===== config.mk =====
export PLATFORM = sky130hd
export DESIGN_NAME = and_or_pipe_flat
export DESIGN_NICKNAME = d
export VERILOG_FILES = /design/src/rtl/and_or_pipe_if.sv /design/src/rtl/and_or_pipe.sv /design/src/flat_wrapper.sv
export SDC_FILE = /design/constraint.sdc
export NUM_CORES = 1
export LEC_CHECK = 0
export ABC_AREA = 0
export BUFFER_PORTS_ARGS = -buffer_cell sky130_fd_sc_hd__buf_4
export CORE_MARGIN = 2
export CORE_UTILIZATION = 40
export CTS_CLUSTER_SIZE = 8
export DETAILED_ROUTE_END_ITERATION = 10
export PLACE_DENSITY_LB_ADDON = 0.2
export SLEW_MARGIN = 20
export SYNTH_ARGS = -nofsm -noshare
export SYNTH_HDL_FRONTEND = slang
export SYNTH_SLANG_ARGS = --single-unit

===== constraint.sdc =====
create_clock -name clk -period 2 [get_ports clk]
set_clock_uncertainty 0.1 [all_clocks]
set_input_delay 0.3 -clock clk [delete_from_list [all_inputs] [get_ports clk]]
set_output_delay 0.3 -clock clk [all_outputs]
set_load 0.01 [all_outputs]

===== src/rtl/and_or_pipe_if.sv =====
// Handshake bundle for and_or_pipe: producer side (in_*, operands) and consumer side (out_*, result).
interface and_or_pipe_if #(
  parameter int WIDTH = 8
) ();
  logic             in_valid;
  logic             in_ready;
  logic [1:0]       mode;
  logic [WIDTH-1:0] a;
  logic [WIDTH-1:0] b;
  logic [WIDTH-1:0] c;
  logic             out_valid;
  logic             out_ready;
  logic [WIDTH-1:0] d;
  logic             d_any;

  modport master (
    output in_valid, mode, a, b, c, out_ready,
    input  in_ready, out_valid, d, d_any
  );

  modport slave (
    input  in_valid, mode, a, b, c, out_ready,
    output in_ready, out_valid, d, d_any
  );
endinterface


===== src/rtl/and_or_pipe.sv =====
// Pipelined, flow-controlled bitwise logic unit: one of four AND/OR/XOR functions of a, b, c,
// carried through STAGES valid/ready register stages with bubble collapsing.
module and_or_pipe #(
  parameter int WIDTH  = 8,
  parameter int STAGES = 2
) (
  input  logic           clk,
  input  logic           rst_n,
  and_or_pipe_if.slave   bus
);

  logic [WIDTH-1:0]  fn_res;
  logic [STAGES-1:0] v_q;
  logic [STAGES-1:0] v_d;
  logic [STAGES-1:0] adv;
  logic [STAGES-1:0] src_v;
  logic              in_ready_c;
  logic [WIDTH:0]    data_q   [STAGES];
  logic [WIDTH:0]    data_d   [STAGES];
  logic [WIDTH:0]    src_data [STAGES];

  always_comb begin
    fn_res = '0;
    case (bus.mode)
      2'b00:   fn_res = (bus.a & bus.b) | bus.c;
      2'b01:   fn_res = (bus.a | bus.b) & bus.c;
      2'b10:   fn_res = (bus.a ^ bus.b) | bus.c;
      default: fn_res = ~((bus.a & bus.b) | bus.c);
    endcase
  end

  // Walk from the output back: a stage can take new data if it is empty or
  // everything downstream of it is moving, so in_ready depends on out_ready only.
  always_comb begin : flow
    logic nxt_free;
    nxt_free = bus.out_ready;
    adv      = '0;
    for (int k = STAGES - 1; k >= 0; k--) begin
      adv[k]   = v_q[k] & nxt_free;
      nxt_free = ~v_q[k] | nxt_free;
    end
    in_ready_c = nxt_free;
  end

  always_comb begin
    src_v       = '0;
    src_v[0]    = bus.in_valid;
    for (int k = 0; k < STAGES; k++) begin
      src_data[k] = '0;
    end
    src_data[0] = {|fn_res, fn_res};
    for (int k = 1; k < STAGES; k++) begin
      src_v[k]    = adv[k-1];
      src_data[k] = data_q[k-1];
    end
  end

  always_comb begin
    v_d = v_q;
    for (int k = 0; k < STAGES; k++) begin
      data_d[k] = data_q[k];
      if (~v_q[k] | adv[k]) begin
        v_d[k] = src_v[k];
        if (src_v[k]) begin
          data_d[k] = src_data[k];
        end
      end
    end
  end

  always_ff @(posedge clk or negedge rst_n) begin
    if (!rst_n) begin
      v_q <= '0;
      for (int k = 0; k < STAGES; k++) begin
        data_q[k] <= '0;
      end
    end else begin
      v_q <= v_d;
      for (int k = 0; k < STAGES; k++) begin
        data_q[k] <= data_d[k];
      end
    end
  end

  assign bus.in_ready  = in_ready_c;
  assign bus.out_valid = v_q[STAGES-1];
  assign bus.d         = data_q[STAGES-1][WIDTH-1:0];
  assign bus.d_any     = data_q[STAGES-1][WIDTH];

endmodule

===== src/flat_wrapper.sv =====
// flat-port wrapper written by rule: the top's interface ports become plain ports
module and_or_pipe_flat 
#(
  parameter int WIDTH  = 8,
  parameter int STAGES = 2
)
  (clk, rst_n, bus_in_valid, bus_mode, bus_a, bus_b, bus_c, bus_out_ready, bus_in_ready, bus_out_valid, bus_d, bus_d_any);
  and_or_pipe_if #(.WIDTH(WIDTH)) bus_i ();
  input  logic clk;
  input  logic rst_n;
  input wire logic [$bits(bus_i.in_valid)-1:0] bus_in_valid;
  input wire logic [$bits(bus_i.mode)-1:0] bus_mode;
  input wire logic [$bits(bus_i.a)-1:0] bus_a;
  input wire logic [$bits(bus_i.b)-1:0] bus_b;
  input wire logic [$bits(bus_i.c)-1:0] bus_c;
  input wire logic [$bits(bus_i.out_ready)-1:0] bus_out_ready;
  output wire logic [$bits(bus_i.in_ready)-1:0] bus_in_ready;
  output wire logic [$bits(bus_i.out_valid)-1:0] bus_out_valid;
  output wire logic [$bits(bus_i.d)-1:0] bus_d;
  output wire logic [$bits(bus_i.d_any)-1:0] bus_d_any;
  assign bus_i.in_valid = bus_in_valid;
  assign bus_i.mode = bus_mode;
  assign bus_i.a = bus_a;
  assign bus_i.b = bus_b;
  assign bus_i.c = bus_c;
  assign bus_i.out_ready = bus_out_ready;
  assign bus_in_ready = bus_i.in_ready;
  assign bus_out_valid = bus_i.out_valid;
  assign bus_d = bus_i.d;
  assign bus_d_any = bus_i.d_any;
  and_or_pipe #(.WIDTH(WIDTH), .STAGES(STAGES)) u_core (.clk(clk), .rst_n(rst_n), .bus(bus_i));
endmodule

==> run summary, run 1 <==
* final hold violation count: 0
* Clock Latency Late Sink: 290 ps
* number of unique standard cell types used by synthesis: 29
* FF-to-FF path depth: 5
* largest net degree at the start of global routing: 21
* time the worst path needs with I/O delays and setup: 1780 ps
* fraction of layout instances using a drive strength above 1: 0.270
* number of antenna violations at the first check in global routing: 0
* number of levels the H-tree was split into: 1
* Routability Congestion: 0.731
* slew at the pin closest to its max-slew limit: 368 ps
* RR Startpoint: u_core.v_q[1]
* filler-free cell count of the finished design: 235
* Post-Synthesis Mean Instance Area: 9.25 µm²
* synthesis-to-layout area growth: 21.8%
* Worst Path Required: 2060 ps
* number of sinks driven by the clock tree: 20
* half-perimeter wire length of the detailed placement result: 2.16 mm
* result of the run: finished, final reports clean
* clock-pin slew of the registers on the worst-case setup and hold paths: 110 ps
* layout net count: 236
* hold-critical path endpoint: u_core.v_q[0]
* die area: 4100 µm²
* fraction of the mapped netlist area in compound gates: 0.151
* Pins Over Slew Limit: 0
* Max-slew headroom: 0.754
* library cell contributing the largest single delay on the critical path: sky130_fd_sc_hd__dfrtp_1
* sum of met2 wire segment lengths after detailed routing: 1.30 mm
* proportion of synthesized area in mux cells: 0.0703
* type of the worst setup path: reg2reg
* final core area utilization: 0.518
* clock buffer count from CTS: 3
* Port Buffers: 40
* number of design-rule violations left by the first detailed-router iteration: 17
* top layer reached by signal wires: met4
* die width: 64.1 µm
* via count of the first global-routing pass: 1,151
* die outline height: 64.1 µm
* final worst-path cycle share: 0.890
* endpoint class of the critical path: flop
* power density cells: 624 nW/µm²
* post-route met1 wirelength: 1.20 mm
* Fmax: 0.562 GHz
* crit path cell chain: nand3b_1, and2_1, o2111ai_1, a2111oi_1, a31oi_1
* maximum vdd ir drop: 0.250 mV
* setup slack of the worst register-to-register path: 220 ps
* total wirelength of the detailed-routed design: 2.63 mm
* # setup viols final: 0
* Clock Tree Root: sky130_fd_sc_hd__clkbuf_4
* total nets after synthesis: 202
* sequential cell area fraction in the yosys report: 0.347
* kind of path behind the tightest hold check: in2reg
* post-synthesis sequential element count: 20
* Adder-Cell Fraction of Synth Area: 0.139
* number of stages on the worst hold path: 2
* final-layout setup total negative slack: 0 ps
* post-detailed-route wirelength per cell: 11.2 µm
* post-detailed-route count of antenna-violating nets: 0
* sum of met3 wire segment lengths after detailed routing: 96 µm
* first-pass GRT wire length: 4.64 mm
* simple-gate share of the synthesized area: 0.173
* vias per inst: 4.91
* endpoint of the worst register-to-register path: u_core.data_q[17]
* startpoint of the worst hold path: bus_in_valid
* Hold Worst Slack: 120 ps
* fillers: 322
* area of the placeable core: 3390 µm²
* TritonCTS clock tree: done
* peak fanout along the critical path: 8
* Via Count: 1,154
* Warnings, synthesis: 0
* biggest cell delay along the critical path: 410 ps
* synthesized instance count: 156
* Remaining DRCs: 0
* CP Launch Type: flop
* setup repair after global routing missed its margin: no
* Clock Tree Buf Depth: 2
* combinational family with the most area after synthesis: simple AND/OR/NAND/NOR gates
* initial standard-cell utilization of the core: 0.426
* Power, Total: 1.10 mW
* Core Rows: 21
* First-pass DRT Iterations: 4
* share of the synthesized netlist area taken by xor and xnor gates: 0
* Max Cap Violations: 0
* overall fraction of global-route tracks in use: 0.138
* post-synthesis cell area: 1440 µm²
* IO Pins: 41
* arrival time worst endpoint: 1840 ps
* DP Cell Count: 230
* leak pwr: 0.886 nW
* final global-route overflow total: 0
* number of antenna cells inserted: 0
## cell usage in the layout, fill, tap and decap left out, types with 5 or more instances in the layout
cell type                  instances
sky130_fd_sc_hd__nand2_1          21
sky130_fd_sc_hd__ha_1             16
sky130_fd_sc_hd__o31ai_1           6
sky130_fd_sc_hd__inv_1            19
sky130_fd_sc_hd__nand2b_1         17
sky130_fd_sc_hd__dfrtp_1          20
sky130_fd_sc_hd__a21oi_1          10
sky130_fd_sc_hd__mux2_1            5
sky130_fd_sc_hd__a221o_1           5
sky130_fd_sc_hd__buf_4            41
## critical path, delay by kind of cell, from the launching register on
kind	cells	cell delay, ps
AOI/OAI and AO/OA	3	680
and+or+nand+nor	2	470
DFF	1	410
## final cells by class
cell class / count / area (µm²) / area share
inverters: 20 / 75.1 / 0.0427
repair buffers: 42 / 318 / 0.181
well taps: 46 / 57.6 / 0.0328
multi-input cells: 103 / 769 / 0.438
flip-flops and latches: 20 / 500 / 0.285
clock buffers: 4 / 36.3 / 0.0207
## state kept, by name (all words and copies together), names as in the netlist
signal	flops
u_core.bus.d	8
u_core.bus.d_any	1
u_core.data_q	9
u_core.v_q	2
## power breakdown
part / leakage [nW] / switching, mW / total [mW] / internal (mW)
clock network: 0.0210 / 0.112 / 0.223 / 0.111
logic: 0.635 / 0.162 / 0.354 / 0.192
registers: 0.230 / 0.0398 / 0.519 / 0.480
total: 0.886 / 0.314 / 1.10 / 0.783
## logic make-up (layout without fill, tap and decap cells)
family / after synthesis / after routing
simple gates: 47 / 47
fa+ha+maj: 16 / 16
flops: 20 / 20
compound gates: 31 / 31
buf+inv: 33 / 66
mux: 9 / 9
## per-layer routing
layer,up-vias,global-route usage
met5,-,0
met3,2,0.0158
met2,29,0.250
li1,585,-
met4,0,0.0408
met1,538,0.170
## timing repair
item / in CTS / in global routing
hold buffers: 1 / 0
gates resized for setup: 0 / 0
endpoints found under the hold margin: 20 / 0
buffers inserted: 0 / 0
## worst max path at each step
| stage | from | endpoint | slack [ps] | cells after the start |
|---|---|---|---|---|
| 2_1_floorplan | bus_b[1] | u_core.data_q[17] | 330 | 7 |
| 3_3_place_gp | bus_b[1] | u_core.data_q[17] | 180 | 8 |
| 3_5_place_dp | bus_b[1] | u_core.data_q[17] | 100 | 8 |
| 4_1_cts | u_core.v_q[1] | u_core.data_q[17] | 220 | 5 |
| 5_1_grt | u_core.v_q[1] | u_core.data_q[17] | 50 | 5 |
| 6_report | u_core.v_q[1] | u_core.data_q[17] | 220 | 5 |
## stage by stage
stage / setup WS (ps) / cell area (µm²)
2_1_floorplan: 327 / 1440
3_3_place_gp: 179 / 1710
3_5_place_dp: 95.3 / 1710
4_1_cts: 225 / 1760
5_1_grt: 48.7 / 1760
6_report: 221 / 1760
## synth_stat cells
library cell / instances / area (µm²)
sky130_fd_sc_hd__a2111oi_1: 1 / 10.0
sky130_fd_sc_hd__a21oi_1: 10 / 50.1
sky130_fd_sc_hd__a221o_1: 5 / 50.1
sky130_fd_sc_hd__a221oi_1: 1 / 8.76
sky130_fd_sc_hd__a22oi_1: 1 / 7.51
sky130_fd_sc_hd__a31oi_1: 1 / 6.26
sky130_fd_sc_hd__and2_1: 1 / 6.26
sky130_fd_sc_hd__buf_2: 3 / 15.0
sky130_fd_sc_hd__buf_4: 8 / 60.1
sky130_fd_sc_hd__buf_6: 2 / 22.5
sky130_fd_sc_hd__dfrtp_1: 20 / 500
sky130_fd_sc_hd__ha_1: 16 / 200
sky130_fd_sc_hd__inv_1: 19 / 71.3
sky130_fd_sc_hd__inv_2: 1 / 3.75
sky130_fd_sc_hd__mux2_1: 5 / 56.3
sky130_fd_sc_hd__mux2_2: 4 / 45.0
sky130_fd_sc_hd__nand2_1: 21 / 78.8
sky130_fd_sc_hd__nand2b_1: 17 / 106
sky130_fd_sc_hd__nand3b_1: 1 / 7.51
sky130_fd_sc_hd__nor2_1: 1 / 3.75
sky130_fd_sc_hd__nor2b_1: 2 / 12.5
sky130_fd_sc_hd__nor3b_1: 2 / 15.0
sky130_fd_sc_hd__nor4_2: 1 / 12.5
sky130_fd_sc_hd__o2111ai_1: 1 / 8.76
sky130_fd_sc_hd__o21a_1: 1 / 7.51
sky130_fd_sc_hd__o21ai_1: 3 / 15.0
sky130_fd_sc_hd__o2bb2ai_1: 1 / 8.76
sky130_fd_sc_hd__o31ai_1: 6 / 45.0
sky130_fd_sc_hd__or2b_1: 1 / 7.51
Note: power is estimated with default switching activity, not from simulation.
==> run 2: changes to the inputs <==
==> constraint.sdc (replaced) <==
create_clock -name clk -period 1.8 [get_ports clk]
set_clock_uncertainty 0.1 [all_clocks]
set_input_delay 0.27 -clock clk [delete_from_list [all_inputs] [get_ports clk]]
set_output_delay 0.27 -clock clk [all_outputs]
set_load 0.01 [all_outputs]
==> run 2 against run 1 <==
Utilization is 0.44 points higher. Critical path type unchanged. Largest power group unchanged. Highest routed layer is now met3. Clock-buffer cell count unchanged. Die area did not move. Via count fell by 1.3%. First-iteration DRC count up 140%. Cell count up 0.85%. Sequential cell count stayed put.
==> run summary, run 2 (synthesized netlist as in run 1, its figures left out) <==
* number of levels the H-tree was split into: 1
* number of antenna violations at the first check in global routing: 0
* # setup viols final: 0
* number of flip-flops in the largest register: 9
* Power, Total: 1.22 mW
* post-detailed-route wirelength per cell: 11.0 µm
* endpoint class of the critical path: flop
* TritonCTS clock tree: done
* leak pwr: 0.896 nW
* Core Rows: 21
* final global-route overflow total: 0
* setup repair after global routing missed its margin: no
* die area: 4100 µm²
* arrival time worst endpoint: 1610 ps
* type of the worst setup path: reg2reg
* layout net count: 238
* fillers: 322
* time the worst path needs with I/O delays and setup: 1540 ps
* Via Count: 1,139
* CP Launch Type: flop
* number of gates resized after CTS: 0
* kind of cell adding the most delay to the critical path: compound AO/OA/AOI/OAI gates
* final worst-path cycle share: 0.856
* register with the most flip-flops: u_core.data_q
* Pins Over Slew Limit: 0
* fraction of layout instances using a drive strength above 1: 0.277
* Remaining DRCs: 0
* biggest cell delay along the critical path: 410 ps
* Fmax: 0.649 GHz
* Hold Worst Slack: 76.2 ps
* crit path cell chain: nand3b_1, and2_1, o2111ai_1, a2111oi_1, a31oi_1
* clock buffer count from CTS: 3
* Clock Tree Root: sky130_fd_sc_hd__clkbuf_4
* area of the placeable core: 3390 µm²
* total wirelength of the detailed-routed design: 2.60 mm
* largest net degree at the start of global routing: 21
* Max Cap Violations: 0
* die width: 64.1 µm
* total setup buffers inserted after CTS: 0
* IO Pins: 41
* result of the run: finished, final reports clean
* library cell contributing the largest single delay on the critical path: sky130_fd_sc_hd__dfrtp_1
* number of antenna cells inserted: 0
* overall fraction of global-route tracks in use: 0.140
* kind of path behind the tightest hold check: in2reg
* slew at the pin closest to its max-slew limit: 367 ps
* First-pass DRT Iterations: 4
* clock-pin slew of the registers on the worst-case setup and hold paths: 110 ps
* leading cell type in the layout, fill and taps excluded: sky130_fd_sc_hd__buf_4
* power density cells: 690 nW/µm²
* commonest cells after routing, fill and taps aside: sky130_fd_sc_hd__buf_4 (43), sky130_fd_sc_hd__nand2_1 (21), sky130_fd_sc_hd__dfrtp_1 (20)
* via count of the first global-routing pass: 1,157
* peak fanout along the critical path: 4
* maximum vdd ir drop: 0.232 mV
* initial standard-cell utilization of the core: 0.426
* Clock Latency Late Sink: 290 ps
* number of sinks driven by the clock tree: 20
* first-pass GRT wire length: 4.69 mm
* final hold violation count: 0
* Port Buffers: 40
* vias per inst: 4.81
* Routability Congestion: 0.751
* CP bufs+invs: 0
* Worst Path Required: 1870 ps
* number of design-rule violations left by the first detailed-router iteration: 41
* die outline height: 64.1 µm
* synthesis-to-layout area growth: 22.8%
* post-detailed-route count of antenna-violating nets: 0
* final-layout setup total negative slack: 0 ps
* Max-slew headroom: 0.755
* half-perimeter wire length of the detailed placement result: 2.19 mm
* Clock Tree Buf Depth: 2
==> run 2: cell count changes in the layout (fill, tap and decap cells not counted) <==
cell,delta
sky130_fd_sc_hd__buf_4,+2
==> run 2: per-layer routing <==
metal | GRT usage | share of wire | up-vias
li1 | - | - | 587
met1 | 0.174 | 0.44 | 523
met4 | 0.0571 | 0 | 0
met5 | 0 | 0 | -
met2 | 0.249 | 0.52 | 29
met3 | 0.0106 | 0.044 | 0
==> run 2: layout make-up <==
type	instances	area, µm²	area share
multi-input cells	103	769	0.434
flip-flops and latches	20	500	0.282
repair buffers	44	333	0.188
inverters	20	75.1	0.0424
well taps	46	57.6	0.0325
clock buffers	4	36.3	0.0205
==> run 2: where the power goes <==
| group | switching (mW) | leakage [nW] | internal [mW] |
|---|---|---|---|
| Clock | 0.127 | 0.0210 | 0.123 |
| Combinational | 0.179 | 0.645 | 0.218 |
| Sequential | 0.0430 | 0.230 | 0.533 |
| Total | 0.349 | 0.896 | 0.874 |
==> run 2: stage by stage <==
stage	cell area (µm²)	setup slack (ps)	cells	utilization
2_1_floorplan	1440	157	156	-
3_3_place_gp	1730	15.8	232	0.509
3_5_place_dp	1730	-25.1	232	0.509
4_1_cts	1770	238	237	0.523
5_1_grt	1770	79.8	237	0.523
6_report	1770	259	237	0.523
==> run 2: repair_timing <==
| item | CTS | global route |
|---|---|---|
| endpoints found under the hold margin | 20 | 0 |
| endpoints found under the setup margin | 0 | 0 |
| hold buffers | 1 | 0 |
==> run 2: final timing paths <==
| path | startpoint | endpoint | slack, ps | cells after the start |
|---|---|---|---|---|
| worst max-delay path | u_core.v_q[1] | u_core.data_q[17] | 260 | 5 |
| worst min-delay path | bus_in_valid | u_core.v_q[0] | 80 | 2 |
| worst max register to register | u_core.v_q[1] | u_core.data_q[17] | 260 | 5 |
| worst min register to register | u_core.data_q[10] | u_core.data_q[10] | 380 | 2 |
| max in group asynchronous | rst_n | u_core.bus.d_any | 1130 | 2 |
| min in group asynchronous | rst_n | u_core.data_q[15] | 280 | 2 |
